**src/rtl/pc_sequencer_pkg.sv**
```systemverilog
// -----------------------------------------------------------------------------
// pc_sequencer_pkg
// Shared definitions for the program-counter unit. The hazard unit and the
// fetch stage import this package as well, so the next-PC select encoding
// lives here rather than inside the sequencer.
//   PC_WIDTH_DEF : default PC width in bits
//   PC_STEP_DEF  : default sequential increment (word-addressed memory)
//   pc_sel_t     : next-PC source chosen each cycle
//   isRedirect() : true for the selects that discard the fetched instruction
// -----------------------------------------------------------------------------
package pc_sequencer_pkg;

  localparam int PC_WIDTH_DEF = 32;
  localparam int PC_STEP_DEF  = 1;

  typedef enum logic [2:0] {
    SEL_SEQ,
    SEL_HOLD,
    SEL_BR,
    SEL_JMP,
    SEL_RET
  } pc_sel_t;

  // Branch, jump and return all redirect fetch, so the instruction already in
  // IF/ID belongs to the wrong path and has to be flushed.
  function automatic logic isRedirect(input pc_sel_t sel);
    return (sel == SEL_BR) || (sel == SEL_JMP) || (sel == SEL_RET);
  endfunction

endpackage

```
**src/rtl/pc_sequencer_if.sv**
```systemverilog
// -----------------------------------------------------------------------------
// pc_sequencer_if
// Control and result bundle between the pipeline control logic (master) and
// the program-counter sequencer (slave).
//   stall      : hold PC (hazard unit)
//   br_taken   : branch resolved taken, target in br_target
//   jmp        : unconditional jump, target in jmp_target
//   call       : jump is a call (pushes return address when the RAS exists)
//   ret        : return (pops the RAS when the RAS exists)
//   pc         : current fetch PC (registered)
//   pc_plus    : pc + STEP (combinational, wraps)
//   flush      : one-cycle IF/ID flush after any redirect
//   ras_err    : sticky return-address-stack overflow/underflow flag
// -----------------------------------------------------------------------------
interface pc_sequencer_if
  import pc_sequencer_pkg::*;
#(
  parameter int WIDTH = PC_WIDTH_DEF
);

  logic             stall;
  logic             br_taken;
  logic [WIDTH-1:0] br_target;
  logic             jmp;
  logic [WIDTH-1:0] jmp_target;
  logic             call;
  logic             ret;
  logic [WIDTH-1:0] pc;
  logic [WIDTH-1:0] pc_plus;
  logic             flush;
  logic             ras_err;

  modport master (
    output stall, br_taken, br_target, jmp, jmp_target, call, ret,
    input  pc, pc_plus, flush, ras_err
  );

  modport slave (
    input  stall, br_taken, br_target, jmp, jmp_target, call, ret,
    output pc, pc_plus, flush, ras_err
  );

endinterface

```
**src/rtl/pc_sequencer_ras.sv**
```systemverilog
// -----------------------------------------------------------------------------
// pc_sequencer_ras
// Return-address stack: DEPTH-entry LIFO held in a circular buffer. A push
// when full overwrites the oldest entry, so the newest DEPTH return addresses
// always survive deep call chains. Overflow and underflow set a sticky error.
//   clk, rst     : clock, asynchronous active-high reset
//   i_push       : store i_pushData on top
//   i_pop        : remove top entry (ignored except for the error when empty)
//   i_pushData   : return address to store
//   o_top        : current top entry (valid when !o_empty)
//   o_full       : DEPTH entries held
//   o_empty      : no entries held
//   o_err        : sticky, push-on-full or pop-on-empty seen since reset
// DEPTH must be a power of two and at least 2 so the pointer wraps naturally.
// -----------------------------------------------------------------------------
module pc_sequencer_ras
  import pc_sequencer_pkg::*;
#(
  parameter int DEPTH = 4,
  parameter int WIDTH = PC_WIDTH_DEF
) (
  input  logic             clk,
  input  logic             rst,
  input  logic             i_push,
  input  logic             i_pop,
  input  logic [WIDTH-1:0] i_pushData,
  output logic [WIDTH-1:0] o_top,
  output logic             o_full,
  output logic             o_empty,
  output logic             o_err
);

  localparam int PTR_W = $clog2(DEPTH);
  localparam int CNT_W = $clog2(DEPTH + 1);

  logic [WIDTH-1:0] r_mem [DEPTH];
  logic [PTR_W-1:0] r_wrPtr;
  logic [CNT_W-1:0] r_count;
  logic             r_err;
  logic [PTR_W-1:0] w_topPtr;

  // r_wrPtr is the next free slot; the top sits one below it. When the
  // buffer is full r_wrPtr lands on the oldest entry, which is exactly the
  // slot an overflowing push must overwrite.
  assign w_topPtr = r_wrPtr - PTR_W'(1);
  assign o_full   = (r_count == CNT_W'(DEPTH));
  assign o_empty  = (r_count == '0);
  assign o_top    = r_mem[w_topPtr];
  assign o_err    = r_err;

  // Stack storage, pointer and occupancy. Push and pop are never requested
  // together by the sequencer; push is given precedence regardless.
  always_ff @(posedge clk or posedge rst) begin
    if (rst) begin
      for (int i = 0; i < DEPTH; i++) begin
        r_mem[i] <= '0;
      end
      r_wrPtr <= '0;
      r_count <= '0;
      r_err   <= 1'b0;
    end else if (i_push) begin
      r_mem[r_wrPtr] <= i_pushData;
      r_wrPtr        <= r_wrPtr + PTR_W'(1);
      if (o_full) begin
        r_err <= 1'b1;
      end else begin
        r_count <= r_count + CNT_W'(1);
      end
    end else if (i_pop) begin
      if (o_empty) begin
        r_err <= 1'b1;
      end else begin
        r_wrPtr <= w_topPtr;
        r_count <= r_count - CNT_W'(1);
      end
    end
  end

endmodule

```
**src/rtl/pc_sequencer.sv**
```systemverilog
// -----------------------------------------------------------------------------
// pc_sequencer
// Program-counter unit at the head of the fetch stage. Holds the PC and picks
// the next PC each cycle (branch > jump > return > stall > sequential step),
// and raises a one-cycle flush toward IF/ID after every redirect.
// Parameters:
//   WIDTH     : PC width; all PC arithmetic wraps modulo 2**WIDTH
//   STEP      : sequential increment
//   RESET_PC  : PC loaded on reset
//   RAS_DEPTH : return-address-stack depth (power of two, >= 2)
// Ports:
//   clk       : rising-edge clock
//   rst       : asynchronous active-high reset
//   bus       : pc_sequencer_if.slave (controls in; pc, pc_plus, flush,
//               ras_err out)
// Build option:
//   PC_SEQ_RAS_EN : when defined, a pc_sequencer_ras return-address stack is
//                   built; call pushes pc_plus and ret pops. When undefined,
//                   ret is ignored, call is a plain jump and ras_err is 0.
// -----------------------------------------------------------------------------
module pc_sequencer
  import pc_sequencer_pkg::*;
#(
  parameter int               WIDTH     = PC_WIDTH_DEF,
  parameter int unsigned      STEP      = PC_STEP_DEF,
  parameter logic [WIDTH-1:0] RESET_PC  = '0,
  parameter int               RAS_DEPTH = 4
) (
  input logic          clk,
  input logic          rst,
  pc_sequencer_if.slave bus
);

  logic [WIDTH-1:0] r_pc;
  logic             r_flush;
  logic [WIDTH-1:0] w_pcPlus;
  logic [WIDTH-1:0] w_pcNext;
  pc_sel_t          w_sel;
  logic             w_retValid;
  logic [WIDTH-1:0] w_rasTop;
  logic             w_rasEmpty;
  logic             w_rasErr;

  assign w_pcPlus = r_pc + WIDTH'(STEP);

`ifdef PC_SEQ_RAS_EN
  logic w_push;
  logic w_pop;
  logic w_unusedRasFull;

  // Push only on a jump that actually wins arbitration, so a call that loses
  // to a taken branch leaves the stack untouched.
  assign w_retValid = bus.ret;
  assign w_push     = (w_sel == SEL_JMP) && bus.call;
  assign w_pop      = (w_sel == SEL_RET);

  pc_sequencer_ras #(
    .DEPTH (RAS_DEPTH),
    .WIDTH (WIDTH)
  ) uRas (
    .clk        (clk),
    .rst        (rst),
    .i_push     (w_push),
    .i_pop      (w_pop),
    .i_pushData (w_pcPlus),
    .o_top      (w_rasTop),
    .o_full     (w_unusedRasFull),
    .o_empty    (w_rasEmpty),
    .o_err      (w_rasErr)
  );
`else
  logic [2:0] w_unusedCtl;

  // Without a stack, ret never redirects and call behaves as a plain jump.
  assign w_retValid  = 1'b0;
  assign w_rasTop    = '0;
  assign w_rasEmpty  = 1'b1;
  assign w_rasErr    = 1'b0;
  assign w_unusedCtl = {bus.call, bus.ret, RAS_DEPTH[0]};
`endif

  // Priority select. Every redirect beats stall: the stalled instruction is
  // on the wrong path anyway once a redirect resolves.
  always_comb begin
    w_sel = SEL_SEQ;
    if (bus.br_taken) begin
      w_sel = SEL_BR;
    end else if (bus.jmp) begin
      w_sel = SEL_JMP;
    end else if (w_retValid) begin
      w_sel = SEL_RET;
    end else if (bus.stall) begin
      w_sel = SEL_HOLD;
    end
  end

  // Next-PC mux. A return with an empty stack still counts as a redirect but
  // falls through to the sequential address.
  always_comb begin
    w_pcNext = w_pcPlus;
    case (w_sel)
      SEL_BR:   w_pcNext = bus.br_target;
      SEL_JMP:  w_pcNext = bus.jmp_target;
      SEL_RET:  w_pcNext = w_rasEmpty ? w_pcPlus : w_rasTop;
      SEL_HOLD: w_pcNext = r_pc;
      default:  w_pcNext = w_pcPlus;
    endcase
  end

  // PC register and flush flop; flush is high exactly the cycle after a
  // redirect, lining up with the wrong-path instruction sitting in IF/ID.
  always_ff @(posedge clk or posedge rst) begin
    if (rst) begin
      r_pc    <= RESET_PC;
      r_flush <= 1'b0;
    end else begin
      r_pc    <= w_pcNext;
      r_flush <= isRedirect(w_sel);
    end
  end

  assign bus.pc      = r_pc;
  assign bus.pc_plus = w_pcPlus;
  assign bus.flush   = r_flush;
  assign bus.ras_err = w_rasErr;

endmodule

```
**src/flat_wrapper.sv**
```systemverilog
// flat-port wrapper written by rule: the top's interface ports become plain ports
module pc_sequencer_flat import pc_sequencer_pkg::*;
#(
  parameter int               WIDTH     = PC_WIDTH_DEF,
  parameter int unsigned      STEP      = PC_STEP_DEF,
  parameter logic [WIDTH-1:0] RESET_PC  = '0,
  parameter int               RAS_DEPTH = 4
)
  (clk, rst, bus_stall, bus_br_taken, bus_br_target, bus_jmp, bus_jmp_target, bus_call, bus_ret, bus_pc, bus_pc_plus, bus_flush, bus_ras_err);
  pc_sequencer_if #(.WIDTH(WIDTH)) bus_i ();
  input logic clk;
  input logic rst;
  input wire logic [$bits(bus_i.stall)-1:0] bus_stall;
  input wire logic [$bits(bus_i.br_taken)-1:0] bus_br_taken;
  input wire logic [$bits(bus_i.br_target)-1:0] bus_br_target;
  input wire logic [$bits(bus_i.jmp)-1:0] bus_jmp;
  input wire logic [$bits(bus_i.jmp_target)-1:0] bus_jmp_target;
  input wire logic [$bits(bus_i.call)-1:0] bus_call;
  input wire logic [$bits(bus_i.ret)-1:0] bus_ret;
  output wire logic [$bits(bus_i.pc)-1:0] bus_pc;
  output wire logic [$bits(bus_i.pc_plus)-1:0] bus_pc_plus;
  output wire logic [$bits(bus_i.flush)-1:0] bus_flush;
  output wire logic [$bits(bus_i.ras_err)-1:0] bus_ras_err;
  assign bus_i.stall = bus_stall;
  assign bus_i.br_taken = bus_br_taken;
  assign bus_i.br_target = bus_br_target;
  assign bus_i.jmp = bus_jmp;
  assign bus_i.jmp_target = bus_jmp_target;
  assign bus_i.call = bus_call;
  assign bus_i.ret = bus_ret;
  assign bus_pc = bus_i.pc;
  assign bus_pc_plus = bus_i.pc_plus;
  assign bus_flush = bus_i.flush;
  assign bus_ras_err = bus_i.ras_err;
  pc_sequencer #(.WIDTH(WIDTH), .STEP(STEP), .RESET_PC(RESET_PC), .RAS_DEPTH(RAS_DEPTH)) u_core (.clk(clk), .rst(rst), .bus(bus_i));
endmodule
```
**config.mk**
```make
export PLATFORM = sky130hd
export DESIGN_NAME = pc_sequencer_flat
export DESIGN_NICKNAME = d
export VERILOG_FILES = /design/src/rtl/pc_sequencer_pkg.sv /design/src/rtl/pc_sequencer_if.sv /design/src/rtl/pc_sequencer_ras.sv /design/src/rtl/pc_sequencer.sv /design/src/flat_wrapper.sv
export SDC_FILE = /design/constraint.sdc
export NUM_CORES = 1
export LEC_CHECK = 0
export ABC_AREA = 1
export BUFFER_PORTS_ARGS = -buffer_cell sky130_fd_sc_hd__buf_2
export CORE_ASPECT_RATIO = 0.9
export CORE_MARGIN = 4
export CORE_UTILIZATION = 46
export CTS_CLUSTER_DIAMETER = 100
export DETAILED_ROUTE_END_ITERATION = 10
export PLACE_DENSITY = 0.94
export SYNTH_ARGS = -nofsm -noshare
export SYNTH_HDL_FRONTEND = slang
export SYNTH_HIERARCHICAL = 1
export SYNTH_SLANG_ARGS = --single-unit
```
**constraint.sdc**
```tcl
create_clock -name clk -period 1.8 [get_ports clk]
set_input_delay 0.18 -clock clk [delete_from_list [all_inputs] [get_ports clk]]
set_output_delay 0.18 -clock clk [all_outputs]
set_load 0.01 [all_outputs]
```
Word level (Yosys, flattened, before mapping). Cells that the tools add are included. Widths: inputs -> output; s select.

Reduce and logical (&&, ||, !) cells: 2. Add/sub/neg operators: 1. Equality and inequality tests: 4. Mux-type cells: 4.

Operators by type and width (count): $pmux 32 s3 (1); $add 32x1->32 const B (1); $eq 3x2->1 const B (2); $mux 3 (2); $eq 3x1->1 const B (1); $eq 3x3->1 const B (1); $logic_or 1x1->1 (2); $mux 1 (1).

Word-level logic and storage cells: 13. Flip-flop bits (word level): 33. Input bits: 71. Output and inout bits: 66.

Depth between registers and ports, before layout.
Word-level depth: 6. Mapped depth: 10. Depth with buffers taken out: 10.

Least setup slack after synthesis. Ideal clock, no wire load.

Path type: register to register. From: register u_core.r_pc[1] (netlist: u_core/bus.pc[1]). To: register u_core.r_pc[10] (netlist: u_core/bus.pc[10]). Cell stages (with the launch flop): 9. Buffers on the path: 0. Data arrival time: 1.522 ns. Clock period less this slack: 1.600 ns. Path slack: 0.200 ns. Path through: dfrtp_1 > ha_1 > nand2_1 > nor2_4 > nand2_4 > nor2_4 > xor2_1 > nand2_1 > a21oi_1.

Word-level cells in the longest chain between the ends: 2.

Ends and longest elaborated chain: from (decl) (line pc_sequencer.sv:34) `logic [WIDTH-1:0] r_pc;`; from (signal assigned) (line pc_sequencer.sv:117) `r_pc <= w_pcNext;`; $add 32x1->32 (line pc_sequencer.sv:44) `assign w_pcPlus = r_pc + WIDTH'(STEP);`; named net bus_pc_plus[10] (line flat_wrapper.sv:21) `output wire logic [$bits(bus_i.pc_plus)-1:0] bus_pc_plus;`; $pmux 32 s3 (line pc_sequencer.sv:101) `case (w_sel)`.

The timed path passes the listed nets, and every way through them passes these cells. A chain may end at the register's enable or synchronous reset.

Worst setup path after layout.
From: register u_core.r_pc[0] (netlist: u_core/bus.pc[0]). To: output bus_pc_plus[8].

Word-level cells in the longest chain between the ends: 1.

Ends and longest elaborated chain (line): $add 32x1->32 (pc_sequencer.sv:44); to (decl) (flat_wrapper.sv:21).

No other way between the ends.

==> metrics.cfg <==
[routing]
firstDrtPassIters = 5
post-route-drc-count = 0
drtAntennaViolNets = 0
wl_um = 9364
drtIter0Drc = 235
routedWlPerCell_um = 15.82
vias = 3283
vias_per_cell = 5.546

[logic_synthesis]
yosysTopAreaCellShare_pct = 31.82
synth-adder-area-share_pct = 0.4822
yosys.area_share.xor_xnor_pct = 6.220
synth_top_family_by_area = simple AND/OR/NAND/NOR gates
synth_warnings = 6
synth-simple-area-share_pct = 38.28
synth_area_mm2 = 0.002595
synth_nets = 444
synth_cell_types = 28
synth_compound_area_share_pct = 17.31
ys_seq_area_share_pct = 31.82
yosys.area.top_type = dfrtp_1
syn_inst = 372
synth.avg_cell_area_um2 = 6.976
ys_top_cells_by_area = dfrtp_1, nand2_1, nor2_1
synth-seq-cells = 33
muxShareOfSynthArea_pct = 0

[job]
drv_cap = 0

[floorplanning]
dieArea_mm2 = 0.006909
row_count = 25
initial_utilization_pct = 48.51
ioPinCount = 137
core_area_mm2 = 0.005349
die_w_um = 87.17
die_y_um = 79.26

[layout]
area_delta_synth_final_pct = 45.71
layout-drive-gt1-share_pct = 44.00
nNetsFinal = 596
num_antenna_cells = 0
nFillCells = 423

[critical_path]
path_buf_inv = 3
cp-start-kind = register
slowest_stage = dfrtp_1
critical_path.endpoint_type = primary output
cp_slowest_stage_delay_ns = 0.37
cp.required_ns = 1.62
crit_chain = ha_2, nand2_2, nor2_4, nand2_4, buf_4, buf_6, xnor2_4, buf_2
crit_type = reg -> out
path_delay_family = buffers and inverters
worstPathMaxFanout = 4
crit_start = u_core/bus.pc[0]
arrival_ns = 1.78
reg2reg_from = u_core/bus.pc[0]

[timing]
grt_setup_unrepaired = true
slew_violations = 0
timing.fmax_mhz = 509.3
hold_viol = 0
min_period_ns = 1.964
final-setup-viol-count = 24
fin_ws_ns = -0.1635
relSlewSlack_pct = 57.44
skew_ns = 0.006779
tns_ns = -2.093
worstMarginPinSlew_ns = 0.6374
fin_crit_sh_pct = 109.1

[clocking]
clockRootBuffer = clkbuf_8
clk_latency_ns = 0.28
cts_tree = yes
cts.sinks = 33
htreeDepth = 2
path_clk_slew_ns = 0.07
cts_buffers = 5
cts.path.max_buffers = 2

[global_routing]
grt_max_degree = 37
grt_pass1_vias = 3045
grt_pass1_wl_um = 14110
antenna_found_initial = 0
grt.total_usage_pct = 25.46
grt_remaining_overflow = 0

[placement]
port-buffer-count = 133
gp_congestion = 0.8782
hpwl_um = 6302

[run_status]
violations = negative setup slack
status = complete, but fails checks

[pwr]
total_power_uw = 2481
peakVddDrop_mv = 0.4083
power.leakage_uw = 0.001887
power.density_mw_per_mm2 = 656.1

[worst_hold_path]
worstHoldPathType = in -> reg
hp-start = bus_jmp

[worst min-delay path: cells and delay by family]
kind / cells / cell delay, ns
buffers and inverters: 2 / 0.21
and+or+nand+nor: 1 / 0.04
[cell usage after synthesis (all sizes together)]
master / count
nand2: 127
inv: 21
a221oi: 25
nand3b: 8
a21oi: 24
conb: 1
xor2: 11
dfrtp: 33
and2: 1
buf: 7
a22oi: 9
a31oi: 6
o21ai: 1
xnor2: 4
ha: 1
nand3: 7
clkbuf: 9
nand4: 2
nor2: 75
[report_power, final]
group / leakage, uW / switching (uW) / total (uW) / internal, uW
Clock: 0.0000395 / 274 / 549 / 275
Sequential: 0.000379 / 136 / 971 / 835
Combinational: 0.00147 / 531 / 961 / 430
Total: 0.00189 / 940 / 2480 / 1540
[final timing paths]
kind                       depth (start not counted)                end  slack, ns
max                                                8     bus_pc_plus[8]      -0.16
min                                                3   u_core/bus.flush       0.20
max reg2reg                                       10   u_core/bus.pc[8]       0.04
min reg2reg                                        2  u_core/bus.pc[31]       0.60
max in group asynchronous                          4  u_core/bus.pc[18]       0.92
min in group asynchronous                          4   u_core/bus.pc[9]       0.54
[area by class of cell]
cell class / instances / area (um^2) / share of cell area [%]
multi-input combinational: 302 / 1775 / 46.96
timing repair buffer: 161 / 923.4 / 24.42
sequential: 33 / 839.6 / 22.20
tap: 67 / 83.83 / 2.217
clock buffer: 8 / 80.08 / 2.118
inverter: 21 / 78.83 / 2.085
[per-layer routing]
metal  global-route usage, %  vias up  share of wire (%)
met5                       0        -                  0
met4                   7.055        0                1.6
met3                   4.461       21                 10
met2                   44.01      203                 50
met1                   32.51     1523                 38
li1                        -     1536                  -
[stage by stage]
| stage | instance area (um^2) | utilization [%] | hold WS [ns] | instances | worst slack, ns |
|---|---|---|---|---|---|
| floorplan | 2595 | - | 0.3089 | 372 | 0.2004 |
| detailed placement | 3329 | 62.25 | 0.2991 | 563 | 0.07604 |
| global placement | 3329 | 62.25 | 0.2854 | 563 | 0.1172 |
| global route | 3781 | 70.69 | 0.1933 | 592 | -0.2646 |
| finish | 3781 | 70.69 | 0.2014 | 592 | -0.1635 |
| CTS | 3643 | 68.12 | 0.1908 | 587 | -0.1261 |
[logic make-up (layout without fill, tap and decap cells)]
group,after synthesis,in the layout
AOI/OAI and AO/OA,65,65
xor gates and xnor gates,15,15
adders and majority gates,1,1
buffers and inverters,37,190
DFF,33,33
other,1,1
and+or+nand+nor,220,220
[what timing repair did]
item                                    4_1_cts  5_1_grt
endpoints found under the setup margin       24       27
endpoints found under the hold margin        26        0
pin swaps                                    22       20
hold buffers                                  1        0
setup buffers                                15        6
resized for setup                            31       24
gates cloned                                  0        0
[sequential cells by signal (all words and copies together) (netlist names)]
register / flops
u_core/bus.flush: 1
u_core/bus.pc: 32
[cell usage in the layout, fill, tap and decap left out, types with 4 or more instances in the layout]
| master | netlist | routed |
|---|---|---|
| a22oi_1 | 9 | 9 |
| nor2_4 | 10 | 12 |
| nand3b_1 | 8 | 8 |
| inv_1 | 20 | 20 |
| buf_2 | 5 | 127 |
| dfrtp_2 | 0 | 11 |
| a31oi_1 | 6 | 6 |
| a21oi_1 | 24 | 24 |
| a221oi_1 | 25 | 25 |
| nor2_2 | 3 | 6 |
| buf_6 | 0 | 8 |
| xor2_1 | 7 | 4 |
| buf_4 | 1 | 25 |
| nand2_2 | 3 | 18 |
| nand2_1 | 122 | 106 |
| dfrtp_1 | 33 | 22 |
| xor2_2 | 4 | 7 |
| clkbuf_8 | 0 | 5 |
| nand3_1 | 7 | 5 |
| nor2_1 | 61 | 56 |
Power figures use the tool's default switching activity.
